`config.mk`:
```
export PLATFORM = sky130hd
export DESIGN_NAME = bcd_display_decoder
export DESIGN_NICKNAME = d
export VERILOG_FILES = /design/src/rtl/lock_pkg.sv /design/src/rtl/bcd_display_decoder_seg.sv /design/src/rtl/bcd_display_decoder.sv
export SDC_FILE = /design/constraint.sdc
export NUM_CORES = 1
export LEC_CHECK = 0
export ABC_AREA = 0
export CORE_ASPECT_RATIO = 0.75
export CORE_MARGIN = 1
export CORE_UTILIZATION = 50
export DETAILED_ROUTE_END_ITERATION = 6
export GPL_TIMING_DRIVEN = 0
export HOLD_SLACK_MARGIN = 0.03
export PLACE_DENSITY = 0.8
export SKIP_LAST_GASP = 1
export SYNTH_ARGS = -nofsm -noshare
export SYNTH_HDL_FRONTEND = slang
export SYNTH_SLANG_ARGS = --single-unit
```
`constraint.sdc`:
```
create_clock -name clk -period 2.35 [get_ports clk]
set_clock_uncertainty 0.15 [all_clocks]
set_input_delay 0.235 -clock clk [delete_from_list [all_inputs] [get_ports clk]]
set_output_delay 0.235 -clock clk [all_outputs]
set_load 0.005 [all_outputs]
```
`src/rtl/lock_pkg.sv`:
```
// -----------------------------------------------------------------------------
// lock_pkg
// Shared definitions for the keypad / lock datapath:
//   - 7-segment patterns (active-high, bit0=a ... bit6=g) for digits 0..9
//   - SEG_BLANK for unused or invalid positions
//   - BCD_MAX, the largest digit code accepted from the keypad
//   - DIGITS_DEFAULT, the default entry length / display width
// -----------------------------------------------------------------------------
package lock_pkg;

  localparam int         DIGITS_DEFAULT = 4;
  localparam logic [3:0] BCD_MAX        = 4'd9;

  localparam logic [6:0] SEG_0     = 7'h3F;
  localparam logic [6:0] SEG_1     = 7'h06;
  localparam logic [6:0] SEG_2     = 7'h5B;
  localparam logic [6:0] SEG_3     = 7'h4F;
  localparam logic [6:0] SEG_4     = 7'h66;
  localparam logic [6:0] SEG_5     = 7'h6D;
  localparam logic [6:0] SEG_6     = 7'h7D;
  localparam logic [6:0] SEG_7     = 7'h07;
  localparam logic [6:0] SEG_8     = 7'h7F;
  localparam logic [6:0] SEG_9     = 7'h6F;
  localparam logic [6:0] SEG_BLANK = 7'h00;

  // True when the code is a decimal digit the entry register may accept.
  function automatic logic bcd_valid(input logic [3:0] code);
    return (code <= BCD_MAX);
  endfunction

endpackage

```
`src/rtl/bcd_display_decoder_seg.sv`:
```
// -----------------------------------------------------------------------------
// bcd_to_7seg
// Purely combinational BCD digit to 7-segment pattern decoder.
// Ports:
//   code    in  4  BCD digit
//   pattern out 7  active-high segments, bit0=a ... bit6=g; blank for codes >= 10
// -----------------------------------------------------------------------------
module bcd_to_7seg
  import lock_pkg::*;
(
  input  logic [3:0] code,
  output logic [6:0] pattern
);

  // Digit-to-segment lookup; anything outside 0..9 is shown blank.
  always_comb begin
    pattern = SEG_BLANK;
    case (code)
      4'd0:    pattern = SEG_0;
      4'd1:    pattern = SEG_1;
      4'd2:    pattern = SEG_2;
      4'd3:    pattern = SEG_3;
      4'd4:    pattern = SEG_4;
      4'd5:    pattern = SEG_5;
      4'd6:    pattern = SEG_6;
      4'd7:    pattern = SEG_7;
      4'd8:    pattern = SEG_8;
      4'd9:    pattern = SEG_9;
      default: pattern = SEG_BLANK;
    endcase
  end

endmodule

```
`src/rtl/bcd_display_decoder.sv`:
```
// -----------------------------------------------------------------------------
// bcd_display_decoder
// Captures one BCD digit per key press into a DIGITS-deep shift register
// (newest digit in position 0), exposes the entered code to the lock
// controller, and time-multiplexes the digits onto a common-cathode display.
// Ports:
//   clk            in  1                 system clock, rising edge
//   rst            in  1                 synchronous active-high reset
//   BCD            in  4                 digit code, valid while tecla_acionada=1
//   tecla_acionada in  1                 key-pressed level
//   clear          in  1                 synchronous clear of the entered code
//   digits_out     out 4*DIGITS          entered code, [3:0] = newest digit
//   count          out clog2(DIGITS+1)   number of digits entered
//   full           out 1                 count == DIGITS
//   seg            out 7                 segments, active-high, seg[0]=a
//   an             out DIGITS            one-hot active position
// -----------------------------------------------------------------------------
module bcd_display_decoder
  import lock_pkg::*;
#(
  parameter int DIGITS   = DIGITS_DEFAULT,
  parameter int SCAN_DIV = 1000
)
(
  input  logic                         clk,
  input  logic                         rst,
  input  logic [3:0]                   BCD,
  input  logic                         tecla_acionada,
  input  logic                         clear,
  output logic [4*DIGITS-1:0]          digits_out,
  output logic [$clog2(DIGITS+1)-1:0]  count,
  output logic                         full,
  output logic [6:0]                   seg,
  output logic [DIGITS-1:0]            an
);

  localparam int CW = $clog2(DIGITS + 1);
  localparam int SW = (DIGITS > 1) ? $clog2(DIGITS) : 1;
  localparam int TW = $clog2(SCAN_DIV);

  logic                   key_q, key_d;
  logic [DIGITS-1:0][3:0] digits_q, digits_d;
  logic [CW-1:0]          count_q, count_d;
  logic [TW-1:0]          scan_cnt_q, scan_cnt_d;
  logic [SW-1:0]          slot_q, slot_d;
  logic [6:0]             seg_q, seg_d;
  logic [DIGITS-1:0]      an_q, an_d;

  logic                   press_s;
  logic                   accept_s;
  logic [3:0]             sel_digit_s;
  logic [6:0]             sel_pattern_s;

  // Rising edge of the key level; key_q resets high so a key held through
  // reset is not mistaken for a fresh press.
  assign press_s  = tecla_acionada & ~key_q;
  assign accept_s = press_s & bcd_valid(BCD) & (count_q < CW'(DIGITS));

  // Edge-detect history follows the raw key level every cycle.
  always_comb begin
    key_d = tecla_acionada;
  end

  // Entry register: clear wins over a coincident press; full register holds.
  always_comb begin
    digits_d = digits_q;
    count_d  = count_q;
    if (clear) begin
      digits_d = '0;
      count_d  = '0;
    end else if (accept_s) begin
      for (int i = DIGITS - 1; i > 0; i--) begin
        digits_d[i] = digits_q[i-1];
      end
      digits_d[0] = BCD;
      count_d     = count_q + CW'(1);
    end else begin
      digits_d = digits_q;
      count_d  = count_q;
    end
  end

  // Scan timer: each position stays lit for SCAN_DIV cycles, slots wrap.
  always_comb begin
    scan_cnt_d = scan_cnt_q;
    slot_d     = slot_q;
    if (scan_cnt_q == TW'(SCAN_DIV - 1)) begin
      scan_cnt_d = '0;
      if (slot_q == SW'(DIGITS - 1)) begin
        slot_d = '0;
      end else begin
        slot_d = slot_q + SW'(1);
      end
    end else begin
      scan_cnt_d = scan_cnt_q + TW'(1);
      slot_d     = slot_q;
    end
  end

  assign sel_digit_s = digits_q[slot_q];

  bcd_to_7seg u_seg (
    .code    (sel_digit_s),
    .pattern (sel_pattern_s)
  );

  // Display drive: positions beyond the entered count are blanked.
  always_comb begin
    an_d         = '0;
    an_d[slot_q] = 1'b1;
    if (32'(slot_q) < 32'(count_q)) begin
      seg_d = sel_pattern_s;
    end else begin
      seg_d = SEG_BLANK;
    end
  end

  // State and registered display outputs with synchronous reset.
  always_ff @(posedge clk) begin
    if (rst) begin
      key_q      <= 1'b1;
      digits_q   <= '0;
      count_q    <= '0;
      scan_cnt_q <= '0;
      slot_q     <= '0;
      seg_q      <= SEG_BLANK;
      an_q       <= DIGITS'(1);
    end else begin
      key_q      <= key_d;
      digits_q   <= digits_d;
      count_q    <= count_d;
      scan_cnt_q <= scan_cnt_d;
      slot_q     <= slot_d;
      seg_q      <= seg_d;
      an_q       <= an_d;
    end
  end

  assign digits_out = digits_q;
  assign count      = count_q;
  assign full       = (count_q == CW'(DIGITS));
  assign seg        = seg_q;
  assign an         = an_q;

endmodule

```
# Yosys cells after proc, flatten, opt, wreduce, memory -nomap -nowiden
# Memories as Yosys holds them, arrays and structs flattened. A register that Yosys moved wholly into a read port is not among the register bits.
# Index checks and enable logic that the tools add are counted.
totals:
  regBits: 36
  romBits: 112
  n_memories: 1
classes:
  add_sub_neg: 3
  n_lt_le_gt_ge: 5
  eq_ne: 3
  muxes: 5
  bitwise_logic: 5
  n_reduce_logical: 4
mem_list:
  columns: ["name", "words", "word_bits", "rd", "rd_clocked_by_memory_dff", "write_ports", "line", "rtl"]
  rows:
  - ["(name not given)", 16, 7, 1, 1, 0, "bcd_display_decoder_seg.sv:18", "case (code)"]
ops:
  columns: ["op", "n"]
  rows:
  - ["10-bit by 1-bit adder with 10-bit output (second input constant)", 1]
  - ["10-bit == test (second input constant)", 1]
  - ["4-bit binary-select mux with 2-bit select", 1]
  - ["2-bit OR reduction", 3]
  - ["4-bit less-or-equal comparator (second input constant)", 1]
  - ["4-bit 2-to-1 mux", 1]
  - ["3-bit by 1-bit adder with 3-bit output (second input constant)", 1]
  - ["1-bit bitwise AND", 3]
  - ["3-bit == test (second input constant)", 1]
  - ["2-bit by 3-bit < comparator with 1-bit output", 1]
  - ["2-bit by 3-bit < comparator with 1-bit output (second input constant)", 1]
  - ["3-bit < comparator (second input constant)", 1]
  - ["2-bit by 1-bit adder with 2-bit output (second input constant)", 1]
  - ["1-bit demux with 2-bit select", 1]
  - ["2-bit == test (second input constant)", 1]
  - ["2-bit by 1-bit greater-or-equal comparator with 1-bit output (second input constant)", 1]
  - ["2-bit 2-to-1 mux", 1]
  - ["1-bit NOT", 2]
  - ["1-bit logical AND", 1]
  - ["1-bit 2-to-1 mux", 1]

# Longest topological paths before layout
logic_depth:
  word_depth: 4
  mapped_depth: 7
  depth_no_buf: 6

# Modules after synthesis
# A second synthesis with hierarchy kept.
unflattened:
  hier_cells: 229
  area_unflattened_um2: 2087.0
modules_own_cells:
  columns: ["module", "instances", "cells_per_inst", "area_each_um2"]
  rows:
  - ["bcd_display_decoder", 1, 203, 1885.6]
  - ["bcd_to_7seg", 1, 26, 201.4]

# Worst setup path after synthesis
# OpenSTA, ideal clock, no wires.
synth_path:
  path_type: "reg2reg"
  from: "register slot_q[0]"
  to: "register seg_q[5], in the netlist seg[5]"
  setup_time_ns: 0.071
  arrival_time_ns: 1.734
  required_ns: 2.129
  setup_slack_ns: 0.394
  path_stages_with_launch: 7
  path_buffers: 1
  path_cell_list: "dfxtp_1 > buf_6 > mux4_2 > ha_1 > or2b_1 > a21o_1 > a21oi_1"
synth_between:
  elab_chain_len: 3
synth_lines:
  columns: ["element", "line", "rtl"]
  rows:
  - ["start, declared", "bcd_display_decoder.sv:45", "logic [SW-1:0] slot_q, slot_d;"]
  - ["start signal, assigned", "bcd_display_decoder.sv:133", "slot_q <= slot_d;"]
  - ["2-bit by 3-bit < comparator with 1-bit output", "bcd_display_decoder.sv:111", "if (32'(slot_q) < 32'(count_q)) begin"]
  - ["1-bit NOT (no line)", null, null]
  - ["2-bit OR reduction (no line)", null, null]
  - ["end, declared", "bcd_display_decoder.sv:46", "logic [6:0] seg_q, seg_d;"]
# Several ways; a longest one is shown, not always the timed one. The select of a mux whose other input is x is not followed.
# A chain may end at the register's enable or synchronous reset.

# Final worst setup path
layout_path:
  from: "register slot_q[1]"
  to: "register seg_q[3], in the netlist seg[3]"
# The elaborated chain is that of the path after synthesis.

==> results.yml <==
detailed_routing:
  vias_per_cell: 5.24
  num_vias: 1593
  drt_iter0_drc: 78
  final_antenna_net_count: 0
  wl_per_cell_microns: 12.9
  drc: 0
  drt_wl_total_mm: 3.92
  dr.pass1.iters: 4
synthesis:
  syn_inst: 208
  postSynthAreaPerCell_sq_um: 9.17
  synth.distinct_cells: 34
  synth_area_sq_mm: 0.00191
  ys_ff_latch: 43
  synth-async-reset-ratio_pct: 0
  syn_nets: 230
  synth_top_flop_cell: "dfxtp_1"
  yosysSeqAreaShare_pct: 45.1
  synth_edf_count: 0
  yosys_warnings: 0
layout:
  diodes: 0
  finalNetCount: 275
  layout-drive-gt1-share_pct: 6.35
  multi_input_comb_area_sq_um: 983
  syn_to_final_growth_pct: 27.1
  nFillCells: 314
  regArea_sq_um: 861
worst_setup_path:
  cp-start-kind: "flop"
  slowest_delay_ns: 0.59
  crit_fanout: 9
  crit_arrival_ns: 2.18
  reg2reg_depth: 5
  worst_setup_path_end_kind: "flop"
  r2r_slack_ns: 0.24
  crit_buf_inv: 0
  r2r-start: "slot_q[1]"
  slowest_stage: "mux4_2"
  critPathTopFamily: "multiplexers"
  crit_type: "reg -> reg"
  worstPathRequired_ns: 2.42
  path_cells: "mux4_2 -> ha_1 -> or2_1 -> a21o_1 -> a21oi_2"
  r2r_end: "seg[3]"
floorplan:
  design.core.area_sq_mm: 0.00366
  die_y_microns: 55.5
  start_util_pct: 52.1
  die_area_sq_mm: 0.00407
  row_count: 19
  ios: 39
  die_w_microns: 73.3
clock_tree:
  h-tree-depth: 2
  clk_pin_slew_ns: 0.07
  post_cts_buffers: 0
  hold_buffers: 0
  cts_tree: "built"
  clkSinkCount: 43
  clockRootBuffer: "clkbuf_8"
  insertion_delay_ns: 0.29
  ctsResizeCount: 0
  max-clock-path-buffers: 2
  numCtsBuffers: 5
sta:
  setup_viol: 0
  hold_slack_ns: 0.291
  finalSetupTns_ns: 0
  final_hold_viol_count: 0
  finalCriticalPeriod_ns: 2.11
  period_share_pct: 89.7
  relSlewSlack_pct: 58.1
  maxSlewViolCount: 0
  tightest_slew_ns: 0.627
  fmax_mhz: 474
  rsz0062_at_grt: "false"
hold_path:
  hold_end: "scan_cnt_q[0]"
  worstHoldStart: "scan_cnt_q[0]"
  hp-class: "reg -> reg"
  holdPathStages: 1
grt:
  grt_max_degree: 12
  grt_overflow_total: 0
  grt_pass1_vias: 1436
  grt_pass1_wl_mm: 6.62
  antenna_found_initial: 0
  grt_util_all_layers_pct: 21.2
power_and_ir_drop:
  irDropWorstVdd_mv: 0.378
  power_frac_seq_pct: 60.1
  clockPowerShare_pct: 34.7
  pwr-share-comb_pct: 5.3
  p_leak_uw: 0.000881
  power_density_mw_per_mm2: 508
  power.internal_uw: 962
  p_sw_uw: 270
  switching_share_pct: 21.9
placement:
  gp_congestion: 0.791
  hpwl_mm: 2.82
  io_buffers: 38
run:
  drv_cap: 0
outcome:
  status: "finished, final reports clean"
-- kinds of logic (layout without fill, tap and decap cells) --
kind of cell	Yosys count	count (layout)	synth area share (%)
xor+xnor	6	6	2.75
compound gates	42	42	12.5
mux	5	5	5.25
simple gates	83	83	21.8
buf+inv	15	59	3.34
flops	43	43	45.1
fa+ha+maj	14	14	9.18
-- worst reg2reg max path: stages, from the launching register on --
cell and delay (ns):
dfxtp_1 0.56, mux4_2 0.59, ha_1 0.19, or2_1 0.24, a21o_1 0.20, a21oi_2 0.12
-- layout make-up --
cell class                      count  share of cell area (%)
Sequential cell                    43                    35.5
Clock buffer                        6                    2.99
Multi-Input combinational cell    150                    40.5
Inverter                            8                    1.24
Buffer                              7                    1.39
Tap cell                           52                    2.68
Timing Repair Buffer               38                    15.7
-- Yosys cell counts (3+ instances only) --
| cell type | instances | area, sq um |
|---|---|---|
| nand2b_1 | 5 | 31.3 |
| xor2_1 | 3 | 26.3 |
| nand2_1 | 22 | 82.6 |
| clkbuf_1 | 6 | 22.5 |
| inv_1 | 8 | 30.0 |
| xnor2_1 | 3 | 26.3 |
| nand3_1 | 18 | 90.1 |
| mux4_2 | 4 | 90.1 |
| nor2b_1 | 4 | 25.0 |
| o21bai_1 | 3 | 22.5 |
| a21o_1 | 4 | 30.0 |
| ha_1 | 14 | 175 |
| nor2_1 | 17 | 63.8 |
| dfxtp_1 | 43 | 861 |
| or2_2 | 3 | 18.8 |
| a21oi_1 | 27 | 135 |
-- through the flow --
| stage | setup WS (ns) | area (sq um) | std cells | util [%] | power, uW |
|---|---|---|---|---|---|
| floorplan | 0.394 | 1910 | 208 | - | 792 |
| global placement | 0.0534 | 2350 | 298 | 64.3 | 820 |
| detailed placement | 0.0767 | 2350 | 298 | 64.3 | 821 |
| CTS | 0.232 | 2430 | 304 | 66.3 | 1240 |
| global route | 0.113 | 2430 | 304 | 66.3 | 1280 |
| finish | 0.241 | 2430 | 304 | 66.3 | 1230 |
-- registers in the layout (all words and copies together) (netlist names) --
name / flops
an: 4
count: 3
digits_out: 16
key_q: 1
scan_cnt_q: 10
seg: 7
slot_q: 2
-- how the worst max path moves through the flow --
stage	from	endpoint	slack [ns]	cells after the start
floorplan	slot_q[0]	seg[5]	0.39	6
global placement	tecla_acionada	digits_out[14]	0.05	6
detailed placement	tecla_acionada	digits_out[6]	0.08	6
CTS	slot_q[1]	seg[3]	0.23	6
global route	slot_q[1]	seg[5]	0.11	5
finish	slot_q[1]	seg[3]	0.24	5
-- layout by cell type, fill, tap and decap left out, types with 4 or more instances in the layout --
| master | count |
|---|---|
| mux4_2 | 4 |
| a21oi_1 | 27 |
| nor2_1 | 17 |
| clkdlybuf4s50_1 | 38 |
| ha_1 | 14 |
| inv_1 | 8 |
| nand2b_1 | 5 |
| nand3_1 | 18 |
| dfxtp_1 | 43 |
| a21o_1 | 4 |
| clkbuf_8 | 5 |
| nor2b_1 | 4 |
| nand2_1 | 22 |
| clkbuf_1 | 7 |
-- power by group through the flow --
stage	logic, uW	registers (uW)	clock network, uW
after floorplan	35.7	757	0
after global placement	63.3	757	0
after detailed placement	64.1	757	0
after CTS	64.8	740	432
after global routing	71.8	741	463
final	64.7	740	427
-- routing by layer --
metal | wire [microns] | track usage (%) | vias up
li1 | - | - | 804
met1 | 1960 | 29.7 | 729
met2 | 1650 | 31.7 | 54
met3 | 257 | 5.66 | 6
met4 | 50 | 7.14 | 0
met5 | 0 | 0 | -
Note: power is estimated with default switching activity, not from simulation.
